## config.mk

```make
export PLATFORM = sky130hd
export DESIGN_NAME = mo_mul
export DESIGN_NICKNAME = d
export VERILOG_FILES = /design/src/rtl/mo_mul.sv
export SDC_FILE = /design/constraint.sdc
export NUM_CORES = 1
export LEC_CHECK = 0
export BUFFER_PORTS_ARGS = -buffer_cell sky130_fd_sc_hd__buf_2
export CAP_MARGIN = 20
export CORE_MARGIN = 3
export CORE_UTILIZATION = 30
export DETAILED_ROUTE_END_ITERATION = 8
export PLACE_DENSITY = 0.47
export SETUP_SLACK_MARGIN = 0.1
export SYNTH_ARGS = -nofsm -noshare
export SYNTH_HDL_FRONTEND = slang
export SYNTH_SLANG_ARGS = --single-unit
```

## constraint.sdc

```tcl
create_clock -name clk -period 17.24 [get_ports clk]
set_clock_uncertainty 0.05 [all_clocks]
set_input_delay 3.448 -clock clk [delete_from_list [all_inputs] [get_ports clk]]
set_output_delay 3.448 -clock clk [all_outputs]
set_load 0.05 [all_outputs]
```

## src/rtl/mo_mul.sv

```systemverilog
// ---------------------------------------------------------------------------
// mo_mul : pipelined modular multiplier over Z_Q for the NTT butterfly.
//
// Default build is a Montgomery multiplier:
//   result = a * b * 2^-DATA_WIDTH mod Q
// Built with MULTYPE_KRED defined, it becomes a K-RED multiplier:
//   result = a * b * Q_K^KRED_L mod Q      (Q = Q_K * 2^m + 1)
//
// One operand pair is accepted every clock with no handshake. The result
// appears MUL_STAGE_CNT cycles later, straight from a register.
//
// Ports
//   clk     in   1           rising-edge clock
//   rst     in   1           synchronous active-high reset, zeroes the pipeline
//   a       in   DATA_WIDTH  operand A, 0 <= a <= Q
//   b       in   DATA_WIDTH  operand B, any value
//   result  out  DATA_WIDTH  fully reduced product, 0 <= result < Q
// ---------------------------------------------------------------------------
module mo_mul #(
  parameter int DATA_WIDTH    = 12,
  parameter int Q             = 3329,
  parameter int MUL_STAGE_CNT = 3,
  parameter int Q_K           = 13,
  parameter int KRED_L        = 2
) (
  input  logic                  clk,
  input  logic                  rst,
  input  logic [DATA_WIDTH-1:0] a,
  input  logic [DATA_WIDTH-1:0] b,
  output logic [DATA_WIDTH-1:0] result
);

  localparam int W  = DATA_WIDTH;
  localparam int TW = 2 * DATA_WIDTH;

`ifdef MULTYPE_KRED
  // Split point m such that Q = Q_K * 2^m + 1.
  function automatic int calc_kred_m();
    int v;
    int m;
    v = (Q - 1) / Q_K;
    m = 0;
    while (v > 1) begin
      v = v >> 1;
      m = m + 1;
    end
    return m;
  endfunction

  localparam int KM = calc_kred_m();
  // Each round shrinks the magnitude by roughly 2^m / Q_K, so the product
  // width plus a few guard bits for sign and Q_K growth never overflows.
  localparam int CW    = TW + 8;
  localparam int MID_W = CW;

  localparam logic signed [CW-1:0] QK_S   = CW'(Q_K);
  localparam logic signed [CW-1:0] Q_S    = CW'(Q);
  localparam logic signed [CW-1:0] MASK_S = CW'((64'd1 << KM) - 64'd1);

  // Q_K*2^m == -1 (mod Q), so Q_K*C == Q_K*C_lo - C_hi (mod Q).
  // C_hi uses an arithmetic shift so the split also holds for negative C.
  function automatic logic signed [CW-1:0] kred_round(input logic signed [CW-1:0] c);
    logic signed [CW-1:0] lo;
    logic signed [CW-1:0] hi;
    lo = c & MASK_S;
    hi = c >>> KM;
    return QK_S * lo - hi;
  endfunction

  // First reduction round (the "reduction multiply" step).
  function automatic logic [MID_W-1:0] mid_f(input logic [TW-1:0] t);
    logic signed [CW-1:0] c;
    c = signed'({{(CW-TW){1'b0}}, t});
    if (KRED_L >= 1) c = kred_round(c);
    return c;
  endfunction

  // Remaining rounds, then fold the signed value into [0, Q).
  function automatic logic [W-1:0] out_f(input logic [MID_W-1:0] mid);
    logic signed [CW-1:0] c;
    logic signed [CW-1:0] r;
    c = signed'(mid);
    for (int i = 1; i < KRED_L; i++) c = kred_round(c);
    r = c % Q_S;
    if (r < 0) r = r + Q_S;
    return r[W-1:0];
  endfunction
`else
  // QINV = -Q^-1 mod 2^W via Newton iteration (each step doubles the
  // number of correct low bits; Q itself is its own inverse mod 8).
  function automatic longint calc_qinv();
    longint inv;
    longint q_l;
    q_l = longint'(Q);
    inv = q_l;
    for (int i = 0; i < 6; i++) inv = inv * (64'sd2 - q_l * inv);
    return (-inv) & ((64'sd1 <<< W) - 64'sd1);
  endfunction

  localparam logic [W-1:0] QINV  = W'(calc_qinv());
  localparam logic [TW-1:0] Q_T  = TW'(Q);
  localparam logic [W:0]   Q_U   = (W+1)'(Q);
  localparam int           MID_W = TW + W;

  // Reduction multiply: m = (T mod R) * QINV mod R, carried alongside T.
  function automatic logic [MID_W-1:0] mid_f(input logic [TW-1:0] t);
    logic [TW-1:0] p;
    p = TW'(t[W-1:0]) * TW'(QINV);
    return {t, p[W-1:0]};
  endfunction

  // Add/shift then a single conditional subtract. T + m*Q is exactly
  // divisible by R; one extra bit holds the carry even for out-of-range a.
  function automatic logic [W-1:0] out_f(input logic [MID_W-1:0] mid);
    logic [TW-1:0] t;
    logic [W-1:0]  m;
    logic [TW:0]   s;
    logic [W:0]    u;
    t = mid[MID_W-1:W];
    m = mid[W-1:0];
    s = {1'b0, t} + {1'b0, TW'(m) * Q_T};
    u = s[TW:W];
    if (u >= Q_U) u = u - Q_U;
    return u[W-1:0];
  endfunction
`endif

  logic [TW-1:0] prod;
  logic [W-1:0]  res_in;

  assign prod = TW'(a) * TW'(b);

  // Register placement: 1 stage -> output only; 2 -> product + output;
  // 3+ -> product, reduction multiply, output, and the rest pure delay.
  generate
    if (MUL_STAGE_CNT == 1) begin : g_s1
      assign res_in = out_f(mid_f(prod));
    end else if (MUL_STAGE_CNT == 2) begin : g_s2
      logic [TW-1:0] t_q;
      always_ff @(posedge clk) begin
        if (rst) t_q <= '0;
        else     t_q <= prod;
      end
      assign res_in = out_f(mid_f(t_q));
    end else begin : g_s3
      logic [TW-1:0]    t_q;
      logic [MID_W-1:0] mid_q;
      always_ff @(posedge clk) begin
        if (rst) begin
          t_q   <= '0;
          mid_q <= '0;
        end else begin
          t_q   <= prod;
          mid_q <= mid_f(t_q);
        end
      end
      assign res_in = out_f(mid_q);
    end
  endgenerate

  localparam int OUT_D = (MUL_STAGE_CNT >= 3) ? MUL_STAGE_CNT - 2 : 1;

  logic [W-1:0] out_pipe [OUT_D];

  always_ff @(posedge clk) begin
    if (rst) begin
      for (int i = 0; i < OUT_D; i++) out_pipe[i] <= '0;
    end else begin
      out_pipe[0] <= res_in;
      for (int i = 1; i < OUT_D; i++) out_pipe[i] <= out_pipe[i-1];
    end
  end

  assign result = out_pipe[OUT_D-1];

endmodule

```

# After elaboration in Yosys (flattened, before gate mapping)
# Memory sizes are Yosys's and may differ from the RTL's.
# Cells that the tools add are included.
[op_classes] n_addsub=2 mul=3 n_lt_le_gt_ge=1 n_mux=6 reduce_logical=1
[op_table] op="$add A24 B24 Y25" count=1
[op_table] op="$mul A12 B12 Y24" count=1
[op_table] op="$mul A12 B12 Y24 const B" count=1
[op_table] op="$mux W12" count=2
[op_table] op="$ge A13 B12 Y1 const B" count=1
[op_table] op="$mul A12 B11 Y12 const B" count=1
[op_table] op="$reduce_or A12 Y1" count=1
[op_table] op="$sub A12 B12 Y12 const B" count=1
[op_table] op="$mux W1" count=4
[word_totals] regBits=60 ram_bits=12 input_bits=26 output_inout_bits=12 word_cells=16 mem_count=1
[memory_table] name="out_pipe" words=1 word_bits=12 read_ports=1 rd_clocked_by_memory_dff=0 wr=1 line_no="163" text="logic [W-1:0] out_pipe [OUT_D];"

# Longest topological paths before layout
# Gate-level depths: netlist of run 1.
[logic_depth] word_depth=5 depth_mapped=23 mapped_depth_nobuf=22

# Worst setup path after synthesis of run 1
# No wires, ideal clock.
[synth_timing] path_type="input to register" from="in b[5]" to="reg g_s3.t_q[22]" setup_ns=0.121 t_arrival_ns=8.401 required_ns=17.069 setup_slack_ns=8.668 stages=20 n_path_buf=1 cell_sequence="clkbuf_1 -> nand2_1 -> fa_1 -> fa_1 -> inv_1 -> fa_1 -> fa_1 -> inv_1 -> fa_1 -> inv_1 -> ha_1 -> a21o_1 -> a21oi_1 -> o21bai_1 -> a21o_1 -> nand2_1 -> a31oi_1 -> o31a_1 -> o41ai_1 -> mux2_2"
[synth_between] elab_chain_cells=1
[synth_lines] item="from (decl)" line_no="29" text="input logic [DATA_WIDTH-1:0] b,"
[synth_lines] item="$mul A12 B12 Y24" line_no="131" text="assign prod = TW'(a) * TW'(b);"
[synth_lines] item="to (signal assigned)" line_no="153" text="t_q <= prod;"
[synth_lines] item="to (decl)" line_no="146" text="logic [TW-1:0] t_q;"
# No other way between the ends.
# A chain may end at the register's enable or synchronous reset.

# Final worst setup path of run 1
# Same ends and word-level chain as after synthesis.

==> impl_results.md, run 1 <==
- Fmax achieved: 0.1182 GHz
- Post-synth EDFFs: 0
- Arr. time, crit path: 8.64 ns
- Final setup viols: 0
- DPL Wire Length: 19,200 um
- Final Slew Violations: 0
- DR vias: 7,380
- Setup_tns: 0 ns
- CP max stage cell: fa_1
- PortBufs: 37
- Fin nets: 1,574
- RR Startpoint: g_s3.mid_q[3]
- Worst path bufs/invs: 4
- Global-route wire length before repair: 39,110 um
- Seq cells post-synth: 71
- Quantity of hold-fixing buffers added after cts: 0
- Post-synth cell types: 64
- Clock sinks: 71
- Total CTS buffers: 9
- Hold Startpoint: g_s3.t_q[14]
- Final worst slack: 8.779 ns
- Worst hold path class: reg -> reg
- DRT antenna net count: 0
- Top-level I/O count: 38
- WHS Path Cells: 1
- Synth warn: 0
- DRT met1 WL: 11,390 um
- Vias/cell: 4.419
- Cts repair resizes: 0
- Die height: 197.5 um
- Vias in the first global route: 7,867
- CP top delay family: adder cells
- Crit end category: register
- Core area: 35,830 um^2
- Row cnt: 69
- Total GRT Usage: 12.16%
- Top cell by count, worst path: fa_1
- Post-place setup slack: 8.411 ns
- Hold path endpoint: g_s3.mid_q[26]
- WS Path Type: in -> reg
- Die width: 197.5 um
- R2r worst-path depth: 17
- Worst Tran Pin Value: 0.7925 ns
- Max Cap Viol: 0
- Mean Syn Cell Area: 9.218 um^2
- Commonest non-fill, non-tap cell in the layout: inv_1
- Root buf cell: clkbuf_16
- Initial Util: 30.69%
- Crit path launch type: input pin
- Outcome: finished clean
- Total grt overflow: 0
- WL per Instance: 13.29 um
- Gp weighted congestion: 0.8075
- Residual DRC: 0
- Starting DRT DRC Count: 230
- Sequential share of the synthesized area: 12.93%
- Area share of the largest cell type after synthesis: 28.22%
- Asr flop ratio synth: 0%
- Clock slew at reported path FFs: 0.06 ns
- Hold Vio Cnt, Final: 0
- Htree depth: 3
- Filler cells: 3,723
- Critical Path Fanout Max: 12
- Unrepaired setup endpoints after global routing: false
- Tcrit/Tclk final: 49.08%
- Largest area contributor in the netlist: fa_1
- Area contributors post-synth: fa_1, ha_1, dfxtp_1
- Crit-path max cell delay: 0.55 ns
- Clk buf depth: 2
- Die ar.: 38,990 um^2
- Met2 WL: 10,130 um
- Prevailing post-synth register cell: dfxtp_1
- Area delta synth->final: 7.941%
- Crit-path cells: buf_2 > nand2_1 > fa_1 > fa_1 > inv_1 > fa_1 > fa_1 > inv_1 > fa_1 > inv_1 > ha_1 > a21o_1 > a21oi_1 > o21bai_1 > a21o_1 > nand2_1 > a31oi_1 > o31a_1 > o41ai_1 > mux2_2
- Pin count of the biggest net entering global routing: 74
- DR WL met3: 428 um
- Uppermost layer routed: met4
- Worst-Skew Late Latency: 0.34 ns
- Critical R2R Capture: out_pipe[0][3]
- R2R setup slack: 11.55 ns
- Crit path required time: 17.42 ns
- Post-Synthesis Cell Area: 11,000 um^2
- Layout cells sized above 1: 6.782%
- Syn Inst Count: 1,193
- Antenna Cells: 0
- Relative slew slack: 46.49%
- Mapped Nets: 1,563
- First-pass DRT Iterations: 4
- Tmin final: 8.461 ns
- CTS tree: done
- Post-CTS Setup Bufs: 0
- Finished Core Util: 33.13%
- Initial antenna violation count: 0
- Most frequent cells in the layout: inv_1, ha_1, fa_1, nand2_1, dfxtp_1
- Routed WL: 22,190 um
==> worst reg2reg max path, cell delays in order, from the launching register on <==
cell,delay (ns)
dfxtp_1,0.45
ha_1,0.30
fa_1,0.48
ha_1,0.33
fa_1,0.50
inv_1,0.05
fa_1,0.52
inv_1,0.04
ha_1,0.38
nand3_1,0.19
o22ai_2,0.26
nor3_1,0.12
or4_4,0.51
a2111oi_4,0.50
o2111ai_1,0.21
nand3_1,0.27
mux2_2,0.37
nand4_1,0.09
==> metal layers <==
metal  vias up  GRT usage (%)
li1       3800              -
met1      3488          17.11
met2        75          20.42
met3        17          1.006
met4         0          2.746
met5         -              0
==> synthesized netlist by cell type (all sizes together), types with 12 or more instances <==
cell type and instances:
xnor2 30, a21oi 33, inv 241, nand3 12, clkbuf 30, and2 67
fa 155, nand2 103, o21ai 21, nor2 51, a21o 15, xor2 12
dfxtp 71, nor2b 40, nor3 19, ha 189
==> kinds of logic after synthesis <==
logic type | share of synthesized area [%]
mux | 0.3868
flops | 12.93
fa+ha+maj | 49.72
compound gates | 8.727
buf+inv | 9.899
xor+xnor | 3.345
simple gates | 15.00
==> worst max-delay path by stage <==
stage | from | cells after the start | slack, ns | end
final | b[5] | 20 | 8.78 | g_s3.t_q[22]
after global routing | b[5] | 23 | 8.35 | g_s3.t_q[22]
after CTS | b[5] | 23 | 8.75 | g_s3.t_q[22]
after detailed placement | b[5] | 23 | 8.41 | g_s3.t_q[22]
after global placement | b[11] | 19 | 8.45 | g_s3.t_q[22]
after floorplan | b[5] | 20 | 8.67 | g_s3.t_q[22]
==> sequential cells by signal, indices dropped and copies added, names as in the netlist <==
register	count
g_s3.t_q	24
g_s3.mid_q	35
out_pipe	12
==> per-stage QoR <==
step	hold slack [ns]	std cells	instance area, um^2
after floorplan	0.3638	1193	11000
after global placement	0.3719	1654	11580
after detailed placement	0.3754	1654	11580
after CTS	0.3844	1670	11870
after global routing	0.3993	1670	11870
final	0.3824	1670	11870
==> layout make-up <==
cell class                 instances  area (um^2)  share of cell area [%]
clock buffer                       9        225.2                   1.897
inverter                         241        904.6                   7.621
timing repair buffer              38        192.7                   1.623
clock inverter                     7        62.56                  0.5270
sequential                        71         1421                   11.97
multi-input combinational        843         8487                   71.50
tap                              461        576.8                   4.859
Power of run 1 is left out: the tool's default activity adds up to more than one toggle a clock period on the data nets, which glitch-free logic cannot reach.
==> inputs of run 2 (changes only) <==
==> constraint.sdc (replaced) <==
create_clock -name clk -period 7.92 [get_ports clk]
set_clock_uncertainty 0.05 [all_clocks]
set_input_delay 1.584 -clock clk [delete_from_list [all_inputs] [get_ports clk]]
set_output_delay 1.584 -clock clk [all_outputs]
set_load 0.05 [all_outputs]
==> impl_results.md, run 2 (synthesis gave the netlist of run 1 again) <==
- Top-level I/O count: 38 (unchanged)
- Die ar.: 38,990 um^2 (unchanged)
- Htree depth: 3 (unchanged)
- Total grt overflow: 0 (unchanged)
- DR vias: 7,465 (+1.2%)
- Unrepaired setup endpoints after global routing: false
- Vias/cell: 4.467 (+1.1%)
- Placed cell areas: 11,590 um^2 (about the same)
- Area delta synth->final: 8.010% (about the same)
- Routed WL: 21,970 um (-1.0%)
- Filler cells: 3,760 (+0.99%)
- Starting DRT DRC Count: 224 (-2.6%)
- Layout cells sized above 1: 6.860% (+0.077 points)
- Largest regs: g_s3.mid_q x35, g_s3.t_q x24, out_pipe x12
- Initial Util: 30.69% (unchanged)
- Initial antenna violation count: 0 (unchanged)
- Hold Vio Cnt, Final: 0 (unchanged)
- Global-route wire length before repair: 38,330 um (-2.0%)
- Cts repair resizes: 0 (unchanged)
- Setup_tns: 0 ns (unchanged)
- Clk buf depth: 2 (unchanged)
- R2r worst-path depth: 17 (unchanged)
- Fin nets: 1,575 (+0.064%)
- PortBufs: 37 (unchanged)
- First-pass DRT Iterations: 4 (unchanged)
- Worst-Skew Late Latency: 0.34 ns (about the same)
- Quantity of hold-fixing buffers added after cts: 0 (unchanged)
- DRT antenna net count: 0 (unchanged)
- Outcome: finished clean
- Relative slew slack: 48.71% (+2.2 points)
- Vias in the first global route: 7,785 (-1.0%)
- Row cnt: 69 (unchanged)
- Most frequent cells in the layout: inv_1, ha_1, fa_1, nand2_1, dfxtp_1
- Total CTS buffers: 9 (unchanged)
- Tcrit/Tclk final: 83.24%
- Final instance area: 11,880 um^2 (about the same)
- Antenna Cells: 0 (unchanged)
- Crit end category: register
- Pin count of the biggest net entering global routing: 74 (unchanged)
- Critical Path Fanout Max: 12 (unchanged)
- Crit path launch type: input pin
- Flip-flop count of the largest register after layout: 35 (unchanged)
- Gp weighted congestion: 0.8084 (+0.11%)
- Arr. time, crit path: 6.78 ns (-1.86 ns)
- DPL Wire Length: 18,940 um (-1.3%)
- Crit path required time: 8.10 ns (-9.32 ns)
- Max Cap Viol: 0 (unchanged)
- CTS tree: done
- WL per Instance: 13.15 um (-1.1%)
- Clock slew at reported path FFs: 0.06 ns (about the same)
- Largest reg by FF count: g_s3.mid_q
- Worst hold path class: reg -> reg
- Post-CTS Setup Bufs: 0 (unchanged)
- Final Slew Violations: 0 (unchanged)
- Fmax achieved: 0.1517 GHz
- WS Path Type: in -> reg
- Register Area: 1421 um^2 (unchanged)
- WHS Path Cells: 1 (unchanged)
- Root buf cell: clkbuf_16
- Commonest non-fill, non-tap cell in the layout: inv_1
- Worst Tran Pin Value: 0.7693 ns (-0.02320 ns)
- Clock sinks: 71 (unchanged)
- Die height: 197.5 um (unchanged)
- Final setup viols: 0 (unchanged)
- Tmin final: 6.592 ns
- Residual DRC: 0 (unchanged)
- Min Hold Slack: 0.3870 ns (+0.004620 ns)
- Multi-input logic area: 8487 um^2 (unchanged)
- Core area: 35,830 um^2 (unchanged)
- Total GRT Usage: 11.94% (-0.23 points)
- Die width: 197.5 um (unchanged)
run 2: cell count changes in the layout (fill, tap and decap cells not counted):
cell / before / now
buf_4: 1 / 2
run 2: path summary, 6_finish.rpt:
| path | startpoint | endpoint | slack (ns) |
|---|---|---|---|
| worst max register to register | g_s3.mid_q[3] | out_pipe[0][3] | 2.20 |
| worst min-delay path | g_s3.t_q[14] | g_s3.mid_q[26] | 0.39 |
| worst min register to register | g_s3.t_q[14] | g_s3.mid_q[26] | 0.39 |
| worst max-delay path | a[1] | g_s3.t_q[22] | 1.33 |
run 2: worst max-delay path, stage by stage:
cell and delay [ns]:
buf_2 0.18, and2_1 0.18, fa_1 0.51, fa_1 0.53
fa_1 0.52, fa_1 0.55, inv_1 0.06, fa_1 0.53
inv_1 0.04, ha_1 0.34, a21o_1 0.17, a21oi_1 0.17
o21bai_1 0.08, a21o_1 0.19, nand2_1 0.08, a31oi_1 0.11
o31a_1 0.29, o41ai_1 0.29, mux2_2 0.37
run 2: area by class of cell:
cell class | count | area share [%]
flip-flops and latches | 71 | 11.97
repair buffers | 39 | 1.685
inverters | 241 | 7.616
multi-input cells | 843 | 71.45
clock buffers | 9 | 1.896
clock inverters | 7 | 0.5267
well taps | 461 | 4.856
run 2: per-stage QoR:
step	std cells	util, %	setup WS (ns)
2_1_floorplan	1193	-	1.212
6_report	1671	33.15	1.328
3_5_place_dp	1655	32.35	0.9608
3_3_place_gp	1655	32.35	0.9987
5_1_grt	1671	33.15	0.8794
4_1_cts	1671	33.15	1.303
run 2: layer usage:
metal	GRT usage (%)	share of wire (%)	up-vias
met3	1.723	3.1	15
li1	-	-	3803
met2	20.00	46	97
met5	0	0	-
met4	2.402	1.1	0
met1	16.50	50	3550
Power of run 2 is left out for the same reason.
==> inputs of run 3 (changes only) <==
--- a/config.mk
+++ b/config.mk
@@ -10,7 +10,7 @@
 export CORE_MARGIN = 3
 export CORE_UTILIZATION = 30
 export DETAILED_ROUTE_END_ITERATION = 8
-export PLACE_DENSITY = 0.47
+export PLACE_DENSITY = 0.49
 export SETUP_SLACK_MARGIN = 0.1
 export SYNTH_ARGS = -nofsm -noshare
 export SYNTH_HDL_FRONTEND = slang
==> constraint.sdc (replaced) <==
create_clock -name clk -period 5.5 [get_ports clk]
set_clock_uncertainty 0.05 [all_clocks]
set_input_delay 1.1 -clock clk [delete_from_list [all_inputs] [get_ports clk]]
set_output_delay 1.1 -clock clk [all_outputs]
set_load 0.05 [all_outputs]
==> impl_results.md, run 3 (synthesis gave the netlist of run 1 again) <==
- Largest regs: g_s3.mid_q x35, g_s3.t_q x24, out_pipe x12
- Filler cells: 3,626 (-3.6%)
- DR vias: 7,844 (+5.1%)
- Fin nets: 1,693 (+7.5%)
- Routed WL: 22,960 um (+4.5%)
- Crit-path cells: buf_8 > and2_4 > fa_1 > inv_2 > fa_2 > inv_2 > fa_1 > fa_1 > inv_1 > fa_1 > inv_2 > ha_4 > a21oi_2 > o21bai_1 > a21o_1 > nand2_2 > a31oi_4 > o31a_1 > o41ai_2 > mux2_2
- Crit path launch type: input pin
- Core area: 35,830 um^2 (unchanged)
- CP max stage cell: fa_2
- Worst Tran Pin Value: 0.7455 ns (-0.02384 ns)
- Vias/cell: 4.385 (-1.9%)
- Die height: 197.5 um (unchanged)
- Max Cap Viol: 0 (unchanged)
- Die width: 197.5 um (unchanged)
- Worst-Skew Late Latency: 0.35 ns (about the same)
- Quantity of hold-fixing buffers added after cts: 0 (unchanged)
- Tcrit/Tclk final: 102.4%
- Hold Vio Cnt, Final: 0 (unchanged)
- Vias in the first global route: 8,192 (+5.2%)
- Placed cell areas: 12,440 um^2 (+7.3%)
- Die ar.: 38,990 um^2 (unchanged)
- Flip-flop count of the largest register after layout: 35 (unchanged)
- PortBufs: 37 (unchanged)
- Htree depth: 3 (unchanged)
- Pin count of the biggest net entering global routing: 59 (-20%)
- Layout cells sized above 1: 21.31% (+14 points)
- Starting DRT DRC Count: 247 (+10%)
- Arr. time, crit path: 5.82 ns (-0.96 ns)
- Initial Util: 30.69% (unchanged)
- Total CTS buffers: 9 (unchanged)
- Unrepaired setup endpoints after global routing: true
- Clock slew at reported path FFs: 0.06 ns (about the same)
- Crit end category: register
- Crit path required time: 5.69 ns (-2.41 ns)
- Antenna Cells: 0 (unchanged)
- First-pass DRT Iterations: 5 (+1)
- Final instance area: 13,350 um^2 (+12%)
- Initial antenna violation count: 0 (unchanged)
- Total grt overflow: 0 (unchanged)
- Clk buf depth: 2 (unchanged)
- Gp weighted congestion: 0.8114 (+0.37%)
- Fmax achieved: 0.1776 GHz
- Top cell by count, worst path: fa_1
- CTS tree: done
- Outcome: finished with violations
- Root buf cell: clkbuf_16
- Final Slew Violations: 0 (unchanged)
- Final worst slack: -0.1300 ns (-1.458 ns)
- Relative slew slack: 49.67% (+0.96 points)
- Worst hold path class: reg -> reg
- Global-route wire length before repair: 39,470 um (+3.0%)
- Crit-path max cell delay: 0.58 ns (+0.03 ns)
- DRT antenna net count: 0 (unchanged)
- Tmin final: 5.630 ns
- Top-level I/O count: 38 (unchanged)
- WS Path Type: in -> reg
- Total GRT Usage: 12.29% (+0.35 points)
- Clock sinks: 71 (unchanged)
- DPL Wire Length: 19,980 um (+5.5%)
- Largest reg by FF count: g_s3.mid_q
- WL per Instance: 12.84 um (-2.4%)
- Commonest non-fill, non-tap cell in the layout: inv_1
- Area delta synth->final: 21.38%
- Row cnt: 69 (unchanged)
- Most frequent cells in the layout: inv_1, ha_1, fa_1, buf_4, nand2_1
- Critical Path Fanout Max: 5 (-7)
- Final setup viols: 3 (+3)
- Failing checks: setup timing
- Residual DRC: 0 (unchanged)
run 3: what timing repair did:
action / CTS / global route
endpoints found under the hold margin: 0 / 0
gates resized for setup: 62 / 72
cloned: 0 / 0
pin swaps: 26 / 47
setup buffers: 9 / 7
setup endpoints to repair: 8 / 20
run 3: worst paths after layout:
check / start / end / depth (start not counted) / slack [ns]
worst max-delay path: b[11] / g_s3.t_q[22] / 20 / -0.13
worst min-delay path: g_s3.t_q[14] / g_s3.mid_q[26] / 1 / 0.38
worst max register to register: g_s3.mid_q[4] / out_pipe[0][6] / 17 / 0.38
worst min register to register: g_s3.t_q[14] / g_s3.mid_q[26] / 1 / 0.38
run 3: worst max-delay path: cells and delay by family:
kind	cells	cell delay [ns]
adder cells (fa/ha/maj)	6	2.77
AO/OA/AOI/OAI	6	1.04
AND/OR/NAND/NOR	2	0.26
multiplexers	1	0.36
buffers and inverters	5	0.28
run 3: final cells by class:
type	instances	area [um^2]	share of cell area, %
clock inverters	7	62.56	0.4687
clock buffers	9	225.2	1.687
repair buffers	157	1265	9.477
inverters	241	904.6	6.777
flip-flops and latches	71	1423	10.66
well taps	461	576.8	4.321
multi-input cells	843	8891	66.61
run 3: layer usage:
layer | part of all wire, % | track usage [%]
met5 | 0 | 0
met3 | 1.8 | 1.416
met2 | 49 | 21.81
met4 | 0.74 | 2.350
met1 | 48 | 16.25
run 3: metrics by stage:
stage               setup TNS (ns)  setup WS, ns  hold WS, ns  std cells  util, %
global placement            -3.303       -0.6723       0.3726       1757    34.72
CTS                       -0.08518      -0.04624       0.3820       1782    36.30
finish                     -0.2628       -0.1300       0.3808       1789    37.26
floorplan                  -0.7158       -0.3722       0.3638       1193        -
global route                -1.194       -0.2673       0.4010       1789    37.26
detailed placement          -3.717       -0.7009       0.3704       1757    34.72
Power of run 3 is left out for the same reason.
